### src/rtl/demux8_reg.sv
// Registered 1-to-8 write demultiplexer with an eight-cycle clear sweep.
// Optional per-byte write enables are added when DEMUX8_BYTE_MASK_EN is defined.
module demux8_reg #(
    parameter int WIDTH = 32
) (
    input  logic             clk,
    input  logic             rst,
    input  logic [WIDTH-1:0] D,
    input  logic [2:0]       F,
    input  logic             En,
    input  logic             Clr,
`ifdef DEMUX8_BYTE_MASK_EN
    input  logic [3:0]       BE,
`endif
    output logic             Ack,
    output logic             Busy,
    output logic [WIDTH-1:0] N0,
    output logic [WIDTH-1:0] N1,
    output logic [WIDTH-1:0] N2,
    output logic [WIDTH-1:0] N3,
    output logic [WIDTH-1:0] N4,
    output logic [WIDTH-1:0] N5,
    output logic [WIDTH-1:0] N6,
    output logic [WIDTH-1:0] N7
);

    typedef enum logic {
        IDLE  = 1'b0,
        CLEAR = 1'b1
    } state_t;

    state_t           state_q;
    logic [2:0]       cnt_q;
    logic [WIDTH-1:0] n_q [8];
    logic             ack_q;
    logic             busy_q;
    logic [WIDTH-1:0] wr_word_d;

    // Word that an accepted write stores into the selected destination.
    always_comb begin
`ifdef DEMUX8_BYTE_MASK_EN
        wr_word_d = n_q[F];
        for (int b = 0; b < WIDTH / 8; b++) begin
            if (BE[b[1:0]]) begin
                wr_word_d[b*8 +: 8] = D[b*8 +: 8];
            end
        end
`else
        wr_word_d = D;
`endif
    end

    always_ff @(posedge clk) begin
        if (rst) begin
            state_q <= IDLE;
            cnt_q   <= 3'd0;
            ack_q   <= 1'b0;
            busy_q  <= 1'b0;
            for (int k = 0; k < 8; k++) begin
                n_q[k] <= '0;
            end
        end else begin
            case (state_q)
                IDLE: begin
                    // Clear request wins; a coincident write is dropped.
                    if (Clr) begin
                        state_q <= CLEAR;
                        cnt_q   <= 3'd0;
                        busy_q  <= 1'b1;
                        ack_q   <= 1'b0;
                    end else if (En) begin
                        n_q[F] <= wr_word_d;
                        ack_q  <= 1'b1;
                    end else begin
                        ack_q  <= 1'b0;
                    end
                end
                CLEAR: begin
                    ack_q      <= 1'b0;
                    n_q[cnt_q] <= '0;
                    cnt_q      <= cnt_q + 3'd1;
                    if (cnt_q == 3'd7) begin
                        state_q <= IDLE;
                        busy_q  <= 1'b0;
                    end
                end
            endcase
        end
    end

    assign Ack  = ack_q;
    assign Busy = busy_q;
    assign N0   = n_q[0];
    assign N1   = n_q[1];
    assign N2   = n_q[2];
    assign N3   = n_q[3];
    assign N4   = n_q[4];
    assign N5   = n_q[5];
    assign N6   = n_q[6];
    assign N7   = n_q[7];

endmodule

### config.mk
export PLATFORM = sky130hd
export DESIGN_NAME = demux8_reg
export DESIGN_NICKNAME = d
export VERILOG_FILES = /design/src/rtl/demux8_reg.sv
export SDC_FILE = /design/constraint.sdc
export NUM_CORES = 1
export LEC_CHECK = 0
export CORE_ASPECT_RATIO = 1.25
export CORE_MARGIN = 2
export CORE_UTILIZATION = 47
export DETAILED_ROUTE_END_ITERATION = 8
export PLACE_DENSITY_LB_ADDON = 0.1
export SYNTH_ARGS = -nofsm -noshare
export SYNTH_HDL_FRONTEND = slang
export SYNTH_SLANG_ARGS = --single-unit
export TNS_END_PERCENT = 100
### constraint.sdc
create_clock -name clk -period 3.5 [get_ports clk]
set_clock_uncertainty 0.05 [all_clocks]
set_input_delay 0.35 -clock clk [delete_from_list [all_inputs] [get_ports clk]]
set_output_delay 0.35 -clock clk [all_outputs]
set_load 0.02 [all_outputs]
Word-level counts from Yosys, hierarchy flattened. Memories as Yosys holds them, arrays and structs flattened. Index checks and enable logic that the tools add are counted.

Bits in read-only memories: 0. Output and inout port bits: 258. Logic and storage cells: 38. Memory bits (writable): 256. Latch bits: 0. Memories kept: 1. Flip-flop bits (word level): 6. Bits of input ports: 39.

Equal/unequal tests: 3. Div/mod/pow operators: 0. Order comparisons: 0. Shifts and indexed selects: 0. Multiply operators: 0. Multiplexer cells: 25. Reduce and logical (&&, ||, !) cells: 3. Bitwise logic cells: 1. Add/sub/neg operators: 1.

Memories: n_q (words 8, bits a word 32, rd ports 8, clocked after Yosys merged registers in 0, write ports 8, line 34) `logic [WIDTH-1:0] n_q [8];`.

Operators with widths (count): $mux W32 (2); $reduce_or A32 Y1 (2); $mux W1 (16); $mux W3 (3); $pmux W1 S2 (3); $pmux W3 S2 (1); $add A3 B1 Y3 const B (1); $eq A3 B3 Y1 const B (1); $ne A2 B1 Y1 const B (1); $ne A2 B2 Y1 const B (1); $reduce_and A2 Y1 (1); $not A1 Y1 (1).

Depth between registers and ports, before layout. Gate-level depths: netlist (run 1).

Depth after elaboration: 8. Gate-level depth with buffers: 6.

Least setup slack after synthesis (run 1). OpenSTA, ideal clock, no wires.

Path type: in2reg. From: input rst. To: memory n_q[6][0], enable pin. Stages on the path: 4. Library setup time: 428 ps. Arrival: 2547 ps. Required time: 3022 ps. Path slack: 475 ps. Path through: buf_6 > nand2b_1 > mux2_2 > o21bai_1.

RTL lines: from (decl) (line 7) `input logic rst,`; to (decl) (line 34).

==> results of run 1 <==
## cell families (layout without fill, tap and decap cells)
kind of cell	Yosys count	count (layout)	share of synthesized area, %
flops	262	262	81.1
mux	2	2	0.221
buf+inv	37	350	2.29
simple gates	348	348	15.0
fa+ha+maj	2	2	0.260
compound gates	16	16	1.12
## stage by stage
step                      cells  utilization (%)  total power, mW  worst slack [ns]
after floorplan             667                -             4.03             0.475
after global placement     1209             64.4             4.46             0.631
after detailed placement   1209             64.4             4.47             0.566
after CTS                  1250             67.9             6.82             0.856
after global routing       1250             67.9             6.98             0.668
final                      1250             67.9             6.79             0.877
## critical path: cells and delay by family, from the launching register on
| kind | cells | cell delay (ns) |
|---|---|---|
| DFF | 1 | 0.68 |
| AOI/OAI and AO/OA | 2 | 1.11 |
| and+or+nand+nor | 1 | 0.37 |
## cell usage in the layout (no fill, tap or decap), types with 6 or more instances in the layout
cell type                         synthesis  final
sky130_fd_sc_hd__a21oi_1                  7      7
sky130_fd_sc_hd__buf_4                   12     10
sky130_fd_sc_hd__clkbuf_1                 6      7
sky130_fd_sc_hd__clkbuf_16                0     25
sky130_fd_sc_hd__clkdlybuf4s50_1          0    295
sky130_fd_sc_hd__dfxtp_1                  6      6
sky130_fd_sc_hd__edfxtp_1               256    256
sky130_fd_sc_hd__nand2_1                 65     65
sky130_fd_sc_hd__nor2_1                 253    253
sky130_fd_sc_hd__nor2_2                  10     10
sky130_fd_sc_hd__o21bai_4                 0      8
## synth_stat cells
cell,count
sky130_fd_sc_hd__nand4bb_1,1
sky130_fd_sc_hd__clkbuf_1,6
sky130_fd_sc_hd__nand4b_4,1
sky130_fd_sc_hd__mux2i_1,1
sky130_fd_sc_hd__nand4b_2,2
sky130_fd_sc_hd__dfxtp_1,6
sky130_fd_sc_hd__buf_1,2
sky130_fd_sc_hd__a31oi_2,1
sky130_fd_sc_hd__o21bai_1,8
sky130_fd_sc_hd__mux2_2,1
sky130_fd_sc_hd__a21oi_1,7
sky130_fd_sc_hd__and2_1,1
sky130_fd_sc_hd__nand2_1,65
sky130_fd_sc_hd__nor4bb_1,3
sky130_fd_sc_hd__nor2_1,253
sky130_fd_sc_hd__nor2b_1,4
sky130_fd_sc_hd__buf_6,1
sky130_fd_sc_hd__buf_8,1
sky130_fd_sc_hd__nand4_1,2
sky130_fd_sc_hd__inv_1,1
sky130_fd_sc_hd__nor3b_1,3
sky130_fd_sc_hd__ha_1,2
sky130_fd_sc_hd__buf_4,12
sky130_fd_sc_hd__nand2b_1,1
sky130_fd_sc_hd__nor2_4,1
sky130_fd_sc_hd__edfxtp_1,256
sky130_fd_sc_hd__buf_2,14
sky130_fd_sc_hd__nor3_2,1
sky130_fd_sc_hd__nor2_2,10
## sequential cells by signal, indices dropped and copies added, names as in the netlist
register,count
Ack,1
n_q,256
Busy,1
state_q,1
cnt_q,3
## report_power, final
group          internal (mW)  switching, mW  total, mW
Sequential              3.59         0.0510       3.64
Clock                   1.31           1.08       2.39
Combinational          0.300          0.457      0.757
## how the worst max path moves through the flow
stage                 end  slack, ns  cells after the start
2_1_floorplan   n_q[6][0]       0.47                      4
3_3_place_gp   n_q[0][27]       0.63                      4
3_5_place_dp   n_q[4][29]       0.57                      4
4_1_cts        n_q[4][28]       0.86                      3
5_1_grt        n_q[2][13]       0.67                      3
6_report       n_q[2][20]       0.88                      3
## area by class of cell
class | instances | area [µm²]
Inverter | 1 | 3.75
Tap cell | 270 | 338
Fill cell | 1491 | 6460
Clock inverter | 9 | 45.0
Sequential cell | 262 | 7810
Multi-Input combinational cell | 368 | 1720
Clock buffer | 32 | 652
Timing Repair Buffer | 308 | 3070
## layer usage
metal  vias up  global-route usage [%]  wire length (µm)
met2       311                    40.9             13400
met5         -                       0                 0
met1      3084                    32.0             10400
met3        38                    4.81              2320
li1       2898                       -                 -
met4         0                    7.16               695
==> results.md, run 1 <==
Timing:
- The post-route fraction of the period consumed by the critical path is 75.0%.
- Setup total negative slack on the finished layout was measured at 0 ns.
- The worst path needs 2.62 ns of the cycle, external delays included.
- The final count of pins violating max slew is 0.
- The worst pin sits at a relative slew slack of 23.9%.
- Setup violations remaining at the end of the flow were counted as 0.
- The top achievable clock speed is 381 MHz.
- At the pin with the least slew margin, the transition time is 1.14 ns.
- Setup repair after global routing left no endpoint under its margin.
- Hold timing on the final database bottoms out at a slack of 0.409 ns.
- The number of hold-slack violations in the final timing report came to 0.

Critical path:
- The worst setup path category is register to register.
- The signal on the critical path passes through nor4bb_1 -> a21oi_1 -> o21bai_4.
- The source of the critical timing path is state_q.
- Measured in cells, the most critical reg-to-reg path has a length of 3.
- On the worst path, the slowest cell contributes a delay of 0.92 ns.
- The startpoint identified for the worst register-to-register timing path is state_q.
- In this run the worst path has a maximum fanout of 32.
- For flop-to-flop paths, the worst setup slack is 0.88 ns.
- The worst path required time is 3.56 ns.
- The cell with the largest stage delay on the worst path is sky130_fd_sc_hd__o21bai_4.
- The kind of capture point of the worst setup path is a register.
- The element type at the critical path start is a register.
- The terminus of the critical flop-to-flop path is n_q[2][20].
- Data on the critical path arrives at its endpoint at 2.69 ns.

Logic synthesis:
- The synthesized design devotes to its leading area cell type 79.9% of total area.
- For this run, the number of Yosys warnings is 0.
- The post-synth design cell area is 0.00963 mm².
- The synthesized netlist contains 29 unique library cells.
- For this run, the register share of the synthesized area comes to 81.1%.
- Sorting the synthesized cells by area gives the leading types as sky130_fd_sc_hd__edfxtp_1, sky130_fd_sc_hd__nor2_1, sky130_fd_sc_hd__nand2_1, sky130_fd_sc_hd__dfxtp_1, sky130_fd_sc_hd__buf_4.
- sky130_fd_sc_hd__edfxtp_1 takes more of the synthesized area than any other cell.
- The average cell area after synthesis is 14.4 µm².
- The flop and latch count out of synthesis is 262.
- Synthesis produced 667 cells.
- When the netlist entered floorplanning its net count stood at 708.

Route:
- The count of nets left with antenna violations once routing finished came out at 0.
- After detailed routing, the number of remaining DRC violations is 0.
- The routed length per placed instance is 21.4 µm.
- In this run, the number of DRC markers left after iteration 0 of detailed routing was 692.
- The routed via count is 6331.
- The final wirelength is 26700 µm.
- The detailed-router iteration count before antenna repair is 5.
- The number of vias per cell is 5.06.

Power:
- For this design the static power due to leakage is 4.90 nW.
- The maximum ir drop on the vdd rail is 0.000426 V.
- The power density of the placed cells is 497 mW/mm².

Clocking:
- Clock-pin slew was measured on the worst setup and hold paths at 0.06 ns.
- Hold repair after CTS inserted 0 buffers.
- TritonCTS created 25 clock buffers.
- The maximum buffer depth of the clock tree is 3.
- CTS placed an instance of sky130_fd_sc_hd__clkbuf_16 at the clock tree root.
- The maximum level of the CTS H-tree is 1.
- The later pin in the worst-skew pair is clocked with a latency of 0.50 ns.
- The TritonCTS clock tree is yes.
- Post-CTS repair changed the size of 0 cells.
- Counting every sink on the clock net gives 262.
- Buffers added to address setup during post-CTS repair amount to 0.

Global routing:
- The via count of the first global-routing pass is 6222.
- The total overflow left after global routing is 0.
- The total routing resource utilization after global routing is 24.2%.
- The first global-routing pass estimated 38900 µm of wire.
- Entering global routing, the biggest net connects 63 pins.
- The initial antenna violation count is 0.

Cells and area:
- After routing the design area is 0.0136 mm².
- Compared with the post-synthesis result, the final layout area differs by 41.7%.
- In the final design database the tool counted 1007 nets.
- The number of inserted diodes is 0.
- The share of layout cells above drive strength 1 is 7.14%.

Floorplan:
- The floorplan step defined a die boundary enclosing 0.0217 mm².
- The y dimension of the die is 164 µm.
- The floorplan has 58 rows.
- The area inside the core boundary is 0.0201 mm².
- For this configuration, the core starts out at a cell density of 47.9%.
- The top-level I/O count is 297.
- From left edge to right edge, the die measures 132 µm.

Placement:
- The instance area at placement is 0.0129 mm².
- The count of input and output buffers is 296.
- Detailed placement ended at an HPWL of 18700 µm.
- The congestion estimate from routability-driven global placement came to 0.845.

Min path:
- For hold timing, the worst endpoint is n_q[7][31].
- The startpoint identified for the worst hold timing path is F[0].
- The worst hold path belongs to the class input port to register.
- The number of stages on the worst hold path is 3.

Flow run:
- The reported max-cap violation count is 0.

Outcome:
- The run finished with clean final reports.
Note: power is estimated with default switching activity, not from simulation.
==> run 2, diff against run 1 <==
--- a/config.mk
+++ b/config.mk
@@ -7,7 +7,7 @@
 export LEC_CHECK = 0
 export CORE_ASPECT_RATIO = 1.25
 export CORE_MARGIN = 2
-export CORE_UTILIZATION = 47
+export CORE_UTILIZATION = 42
 export DETAILED_ROUTE_END_ITERATION = 8
 export PLACE_DENSITY_LB_ADDON = 0.1
 export SYNTH_ARGS = -nofsm -noshare
==> constraint.sdc (replaced) <==
create_clock -name clk -period 2.4 [get_ports clk]
set_clock_uncertainty 0.05 [all_clocks]
set_input_delay 0.24 -clock clk [delete_from_list [all_inputs] [get_ports clk]]
set_output_delay 0.24 -clock clk [all_outputs]
set_load 0.02 [all_outputs]
==> results.md, run 2 (synthesis results as in run 1) <==
Critical path:
- The count of buffering cells on the critical path with inverters included was 1 (was 0).
- The worst setup path category is register to register (unchanged).
- The startpoint of the lowest-slack register-to-register path was state_q (unchanged).
- The worst-path maximum fanout is 12 (was 32).
- The worst-case register-to-register setup slack came to 0.34 ns (was 0.88 ns).
- The worst path required time is 2.62 ns (was 3.56 ns).
- Cell-by-cell trace of the critical path: nor4bb_1 -> a21oi_1 -> o21bai_4 -> buf_4 (was nor4bb_1 -> a21oi_1 -> o21bai_4).
- The number of cells traversed by the worst register-to-register path was 4 (was 3).
- The worst path arrival time was 2.27 ns (was 2.69 ns).
- The maximum single-stage delay on the critical path is 0.71 ns (was 0.92 ns).
- The element type at the critical path start is a register (unchanged).
- The cell with the largest stage delay on the worst path is sky130_fd_sc_hd__a21oi_1 (was sky130_fd_sc_hd__o21bai_4).
- The category of cells accounting for the largest share of critical-path delay is compound AO/OA/AOI/OAI gates (unchanged).
- The kind of capture point of the worst setup path was a register (unchanged).
- The terminus of the critical flop-to-flop path is n_q[5][25] (was n_q[2][20]).

Cells and area:
- Registers with the most flip-flops: n_q x256, cnt_q x3 (unchanged).
- The number of non-filler instances in the completed layout was 1288 (was 1250).
- The number of nets at the end of the flow came to 1026 (was 1007).
- The most common library cell in the layout ignoring fill and taps was sky130_fd_sc_hd__clkdlybuf4s50_1 (unchanged).
- The number of flip-flops in the largest register came to 256 (unchanged).
- The growth of design area from synthesis to finish is 46.5% (was 41.7%).
- The share of layout cells above drive strength 1 came to 9.45% (was 7.14%).
- The number of inserted diodes is 0 (unchanged).
- The register with the highest flop count is n_q (unchanged).
- The final non-filler cell area is 0.0141 mm² (was 0.0136 mm²).
- Commonest cells after routing, fill and taps aside: sky130_fd_sc_hd__clkdlybuf4s50_1, sky130_fd_sc_hd__edfxtp_1, sky130_fd_sc_hd__nor2_1 (unchanged).

Power:
- The power density of the placed cells is 750 mW/mm² (was 497 mW/mm²).
- The reported leakage power was 5.12 nW (was 4.90 nW).
- The net switching power is 2.45 mW (was 1.59 mW).
- The maximum ir drop on the vdd rail was 0.000517 V (was 0.000426 V).
- The sequential share of power is 50.2% (was 53.6%).
- The cell internal power dissipation is 8.13 mW (was 5.19 mW).
- The combinational share of power was 10.9% (was 11.2%).
- The share of total power consumed by net switching is 23.1% (was 23.5%).
- The clock share of power was 38.9% (was 35.2%).

Outcome:
- Result of the run: complete, no violations (unchanged).

Route:
- The final wirelength is 28000 µm (was 26700 µm).
- The routed length per placed instance came to 21.7 µm (was 21.4 µm).
- The detailed-router iteration count before antenna repair is 6 (was 5).
- The number of vias per cell is 5.06 (about the same).
- The DRC violation total after the first TritonRoute iteration is 609 (was 692).
- The routed via count is 6511 (was 6331).
- The DRC violation count after routing came to 0 (unchanged).
- The antenna violation net count after detailed routing is 0 (unchanged).

Clocking:
- The number of gates resized after CTS was 0 (unchanged).
- The hold buffer count at CTS came to 0 (unchanged).
- The post-CTS setup buffer count is 0 (unchanged).
- The source-to-sink clock delay at the later pin of the worst-skew pair is 0.52 ns (was 0.50 ns).
- The maximum buffer depth of the clock tree is 3 (unchanged).
- The total clock buffers created by CTS is 26 (was 25).
- The TritonCTS clock tree was yes (unchanged).
- The sink count of the clock tree is 262 (unchanged).
- The clock-pin transition on the worst setup and hold timing paths is 0.06 ns (about the same).
- The maximum level of the CTS H-tree is 1 (unchanged).
- The clock root buffer was sky130_fd_sc_hd__clkbuf_16 (unchanged).

Floorplan:
- The cell row count is 61 (was 58).
- The initial core utilization is 43.0% (was 47.9%).
- The die width is 139 µm (was 132 µm).
- The y dimension of the die is 173 µm (was 164 µm).
- The area inside the core boundary is 0.0224 mm² (was 0.0201 mm²).
- The die area is 0.0242 mm² (was 0.0217 mm²).
- The top-level I/O count is 297 (unchanged).

Global routing:
- The remaining global-route overflow was 0 (unchanged).
- The initial antenna violation count is 0 (unchanged).
- The maximum number of pins on one net before global-route repair is 63 (unchanged).
- The total routing resource utilization after global routing is 22.7% (was 24.2%).
- The wire length of the first global-routing pass is 41000 µm (was 38900 µm).
- The via count of the first global-routing pass is 6568 (was 6222).

Placement:
- The half-perimeter wire length of the detailed placement result came to 19800 µm (was 18700 µm).
- The instance area at placement is 0.0132 mm² (was 0.0129 mm²).
- The weighted congestion reported at the end of routability-driven placement is 0.817 (was 0.845).
- The total instance count after detailed placement is 1240 (was 1209).
- The count of input and output buffers is 296 (unchanged).

Timing:
- RSZ-0062 raised after global routing: no (unchanged).
- The relative slew slack is 40.3% (was 23.9%).
- The total negative slack is 0 ns (unchanged).
- The final count of pins violating max slew is 0 (unchanged).
- The count of endpoints failing setup in the final report was 0 (unchanged).
- The top achievable clock speed is 486 MHz (was 381 MHz).
- The actual slew at the worst max-slew pin is 0.895 ns (was 1.14 ns).
- The post-layout minimum cycle time is 2.06 ns (was 2.62 ns).
- The post-route fraction of the period consumed by the critical path was 85.7% (was 75.0%).
- The number of hold-slack violations in the final timing report is 0 (unchanged).

Min path:
- The startpoint of the lowest-slack hold path was D[1] (was F[0]).
- The number of stages on the worst hold path is 3 (unchanged).
- The type of the tightest min-delay check is input port to register (unchanged).
- The end of the worst hold path is n_q[1][1] (was n_q[7][31]).

Flow run:
- The reported max-cap violation count was 0 (unchanged).
## run 2: layout make-up
| cell class | instances | area (µm²) |
|---|---|---|
| fillers | 1740 | 8260 |
| multi-input cells | 368 | 1720 |
| inverters | 1 | 3.75 |
| repair buffers | 326 | 3350 |
| clock inverters | 13 | 150 |
| flip-flops and latches | 262 | 7810 |
| clock buffers | 35 | 716 |
| well taps | 283 | 354 |
## run 2: worst reg2reg max path: stages (launching register included)
cell and delay (ns):
sky130_fd_sc_hd__dfxtp_1 0.54, sky130_fd_sc_hd__nor4bb_1 0.11, sky130_fd_sc_hd__a21oi_1 0.71, sky130_fd_sc_hd__o21bai_4 0.15, sky130_fd_sc_hd__buf_4 0.24
## run 2: metal layers
layer	global-route usage [%]	vias up	part of all wire, %
li1	-	2946	-
met1	29.1	3180	38
met2	38.6	330	50
met3	4.12	55	7.6
met4	8.54	0	3.9
met5	0	-	0
## run 2: per-stage QoR
step	utilization (%)	power [mW]	setup slack [ns]	hold WS [ns]
floorplan	-	5.88	-0.515	0.394
global placement	59.2	6.57	0.190	0.441
detailed placement	59.2	6.57	0.185	0.440
CTS	63.1	10.6	0.355	0.419
global route	63.1	10.9	0.265	0.437
finish	63.1	10.6	0.343	0.431
## run 2: worst max path at each step
stage	startpoint	end	slack, ns	depth (start not counted)
final	state_q	n_q[5][25]	0.34	4
after global routing	state_q	n_q[5][29]	0.27	4
after CTS	state_q	n_q[5][29]	0.36	4
after detailed placement	En	n_q[5][12]	0.19	5
after global placement	Clr	n_q[5][29]	0.19	5
after floorplan	rst	n_q[6][0]	-0.51	4
## run 2: power by group through the flow
| stage | Combinational [mW] | Sequential [mW] | Clock (mW) |
|---|---|---|---|
| floorplan | 0.219 | 5.66 | 0 |
| global placement | 1.16 | 5.41 | 0 |
| detailed placement | 1.17 | 5.41 | 0 |
| CTS | 1.17 | 5.31 | 4.16 |
| global route | 1.21 | 5.33 | 4.33 |
| finish | 1.16 | 5.31 | 4.11 |
==> run 3, diff against run 2 <==
--- a/config.mk
+++ b/config.mk
@@ -9,7 +9,7 @@
 export CORE_MARGIN = 2
 export CORE_UTILIZATION = 42
 export DETAILED_ROUTE_END_ITERATION = 8
-export PLACE_DENSITY_LB_ADDON = 0.1
+export PLACE_DENSITY = 0.72
 export SYNTH_ARGS = -nofsm -noshare
 export SYNTH_HDL_FRONTEND = slang
 export SYNTH_SLANG_ARGS = --single-unit
==> results.md, run 3 (synthesis results as in run 1) <==
Floorplan:
- The cell row count is 61 (unchanged).
- The area inside the core boundary is 0.0224 mm² (unchanged).
- The initial core utilization came to 43.0% (unchanged).
- The top-level I/O count is 297 (unchanged).
- The die area is 0.0242 mm² (unchanged).
- The y dimension of the die is 173 µm (unchanged).
- The die width was 139 µm (unchanged).

Clocking:
- The post-CTS setup buffer count is 0 (unchanged).
- The TritonCTS clock tree is yes (unchanged).
- The source-to-sink clock delay at the later pin of the worst-skew pair is 0.51 ns (was 0.52 ns).
- The maximum level of the CTS H-tree came to 1 (unchanged).
- The clock-pin transition on the worst setup and hold timing paths came to 0.06 ns (about the same).
- The hold buffer count at CTS is 0 (unchanged).
- The sink count of the clock tree is 262 (unchanged).
- The maximum buffer depth of the clock tree is 3 (unchanged).
- The total clock buffers created by CTS came to 24 (was 26).
- The clock root buffer is sky130_fd_sc_hd__clkbuf_16 (unchanged).
- The number of gates resized after CTS is 0 (unchanged).

Global routing:
- The via count of the first global-routing pass is 6574 (was 6568).
- The initial antenna violation count was 0 (unchanged).
- The maximum number of pins on one net before global-route repair is 63 (unchanged).
- The total routing resource utilization after global routing was 22.8% (was 22.7%).
- The remaining global-route overflow is 0 (unchanged).
- The wire length of the first global-routing pass came to 41400 µm (was 41000 µm).

Cells and area:
- The share of layout cells above drive strength 1 is 8.38% (was 9.45%).
- The most common library cell in the layout ignoring fill and taps is sky130_fd_sc_hd__clkdlybuf4s50_1 (unchanged).
- Registers with the most flip-flops: n_q x256, cnt_q x3 (unchanged).
- The combined area of the multi-input logic cells was 0.00173 mm² (was 0.00172 mm²).
- Commonest cells after routing, fill and taps aside: sky130_fd_sc_hd__clkdlybuf4s50_1, sky130_fd_sc_hd__edfxtp_1, sky130_fd_sc_hd__nor2_1 (unchanged).
- The number of flip-flops in the largest register is 256 (unchanged).
- The fill cell total of the finished layout is 1663 (was 1740).
- The register with the highest flop count is n_q (unchanged).
- The number of nets at the end of the flow is 1020 (was 1026).
- The area occupied by registers is 0.00781 mm² (unchanged).
- The growth of design area from synthesis to finish is 44.7% (was 46.5%).
- The final non-filler cell area is 0.0139 mm² (was 0.0141 mm²).

Placement:
- The setup slack after placement was 0.102 ns (was 0.185 ns).
- The weighted congestion reported at the end of routability-driven placement is 0.925 (was 0.817).
- The instance area at placement is 0.0132 mm² (about the same).
- The half-perimeter wire length of the detailed placement result was 20000 µm (was 19800 µm).
- The count of input and output buffers came to 296 (unchanged).

Timing:
- The actual slew at the worst max-slew pin came to 0.680 ns (was 0.895 ns).
- The final worst-path setup slack is 0.180 ns (was 0.343 ns).
- RSZ-0062 raised after global routing: no (unchanged).
- The relative slew slack is 54.6% (was 40.3%).
- The top achievable clock speed is 450 MHz (was 486 MHz).
- The count of endpoints failing setup in the final report came to 0 (unchanged).
- The final count of pins violating max slew is 0 (unchanged).
- The post-route fraction of the period consumed by the critical path is 92.5% (was 85.7%).
- The number of hold-slack violations in the final timing report is 0 (unchanged).
- The post-layout minimum cycle time was 2.22 ns (was 2.06 ns).

Route:
- The routed via count was 6518 (was 6511).
- The routed length per placed instance came to 22.0 µm (was 21.7 µm).
- The DRC violation count after routing came to 0 (unchanged).
- The number of vias per cell was 5.11 (was 5.06).
- The final wirelength is 28100 µm (was 28000 µm).
- The detailed-router iteration count before antenna repair came to 5 (was 6).
- The DRC violation total after the first TritonRoute iteration came to 605 (was 609).
- The antenna violation net count after detailed routing was 0 (unchanged).

Outcome:
- Result of the run: complete, no violations (unchanged).

Critical path:
- The worst path arrival time is 2.41 ns (was 2.27 ns).
- The worst-path maximum fanout is 32 (was 12).
- The worst path required time came to 2.59 ns (was 2.62 ns).
- The worst setup path category is register to register (unchanged).
- The element type at the critical path start is a register (unchanged).
- The kind of capture point of the worst setup path is a register (unchanged).

Min path:
- The type of the tightest min-delay check is input port to register (unchanged).

Power:
- The net switching power is 2.31 mW (was 2.45 mW).
- The cell internal power dissipation is 7.89 mW (was 8.13 mW).
- The reported leakage power came to 5.03 nW (was 5.12 nW).
- The total design power is 10.2 mW (was 10.6 mW).
- The power density of the placed cells came to 733 mW/mm² (was 750 mW/mm²).
- The combinational share of power was 11.3% (was 10.9%).
- The share of total power consumed by net switching was 22.7% (was 23.1%).
- The sequential share of power came to 52.1% (was 50.2%).
- The clock share of power is 36.6% (was 38.9%).
- The maximum ir drop on the vdd rail is 0.000518 V (was 0.000517 V).

Flow run:
- The reported max-cap violation count is 0 (unchanged).
run 3: metal layers:
layer | GRT usage [%] | routed length (µm)
met5 | 0 | 0
met2 | 39.4 | 14600
met1 | 28.9 | 10500
met3 | 3.23 | 1890
met4 | 9.60 | 1090
run 3: layout make-up:
type                       instances  share of cell area, %
inverter                           1                 0.0269
sequential                       262                   56.0
multi-input combinational        368                   12.4
clock inverter                    11                  0.880
timing repair buffer             322                   23.6
tap                              283                   2.54
clock buffer                      27                   4.54
antenna                            1                 0.0180
run 3: critical path, cell delays in order (launching register included):
cell and delay [ns]:
sky130_fd_sc_hd__dfxtp_1 0.69, sky130_fd_sc_hd__nand2b_1 0.27, sky130_fd_sc_hd__a21oi_1 0.61, sky130_fd_sc_hd__o21bai_4 0.10, sky130_fd_sc_hd__buf_12 0.19
run 3: path summary, 6_finish.rpt:
| kind | start | to | slack (ns) | cells after the start |
|---|---|---|---|---|
| min | rst | cnt_q[1] | 0.44 | 3 |
| min reg2reg | Busy | Busy | 0.47 | 2 |
| max | state_q | n_q[4][23] | 0.18 | 4 |
| max reg2reg | state_q | n_q[4][23] | 0.18 | 4 |
run 3: stage by stage:
| stage | hold WS (ns) | cells | TNS (ns) | utilization, % |
|---|---|---|---|---|
| detailed placement | 0.435 | 1236 | 0 | 58.9 |
| floorplan | 0.394 | 667 | -81.62 | - |
| finish | 0.444 | 1275 | 0 | 62.3 |
| global placement | 0.441 | 1236 | 0 | 58.9 |
| CTS | 0.444 | 1274 | 0 | 62.3 |
| global route | 0.480 | 1274 | 0 | 62.3 |
run 3: power by group through the flow:
| stage | clock, mW | sequential, mW | combinational (mW) |
|---|---|---|---|
| 6_report | 3.74 | 5.32 | 1.15 |
| 5_1_grt | 3.98 | 5.33 | 1.20 |
| 4_1_cts | 3.78 | 5.32 | 1.16 |
| 3_5_place_dp | 0 | 5.41 | 1.16 |
| 3_3_place_gp | 0 | 5.41 | 1.14 |
| 2_1_floorplan | 0 | 5.66 | 0.219 |
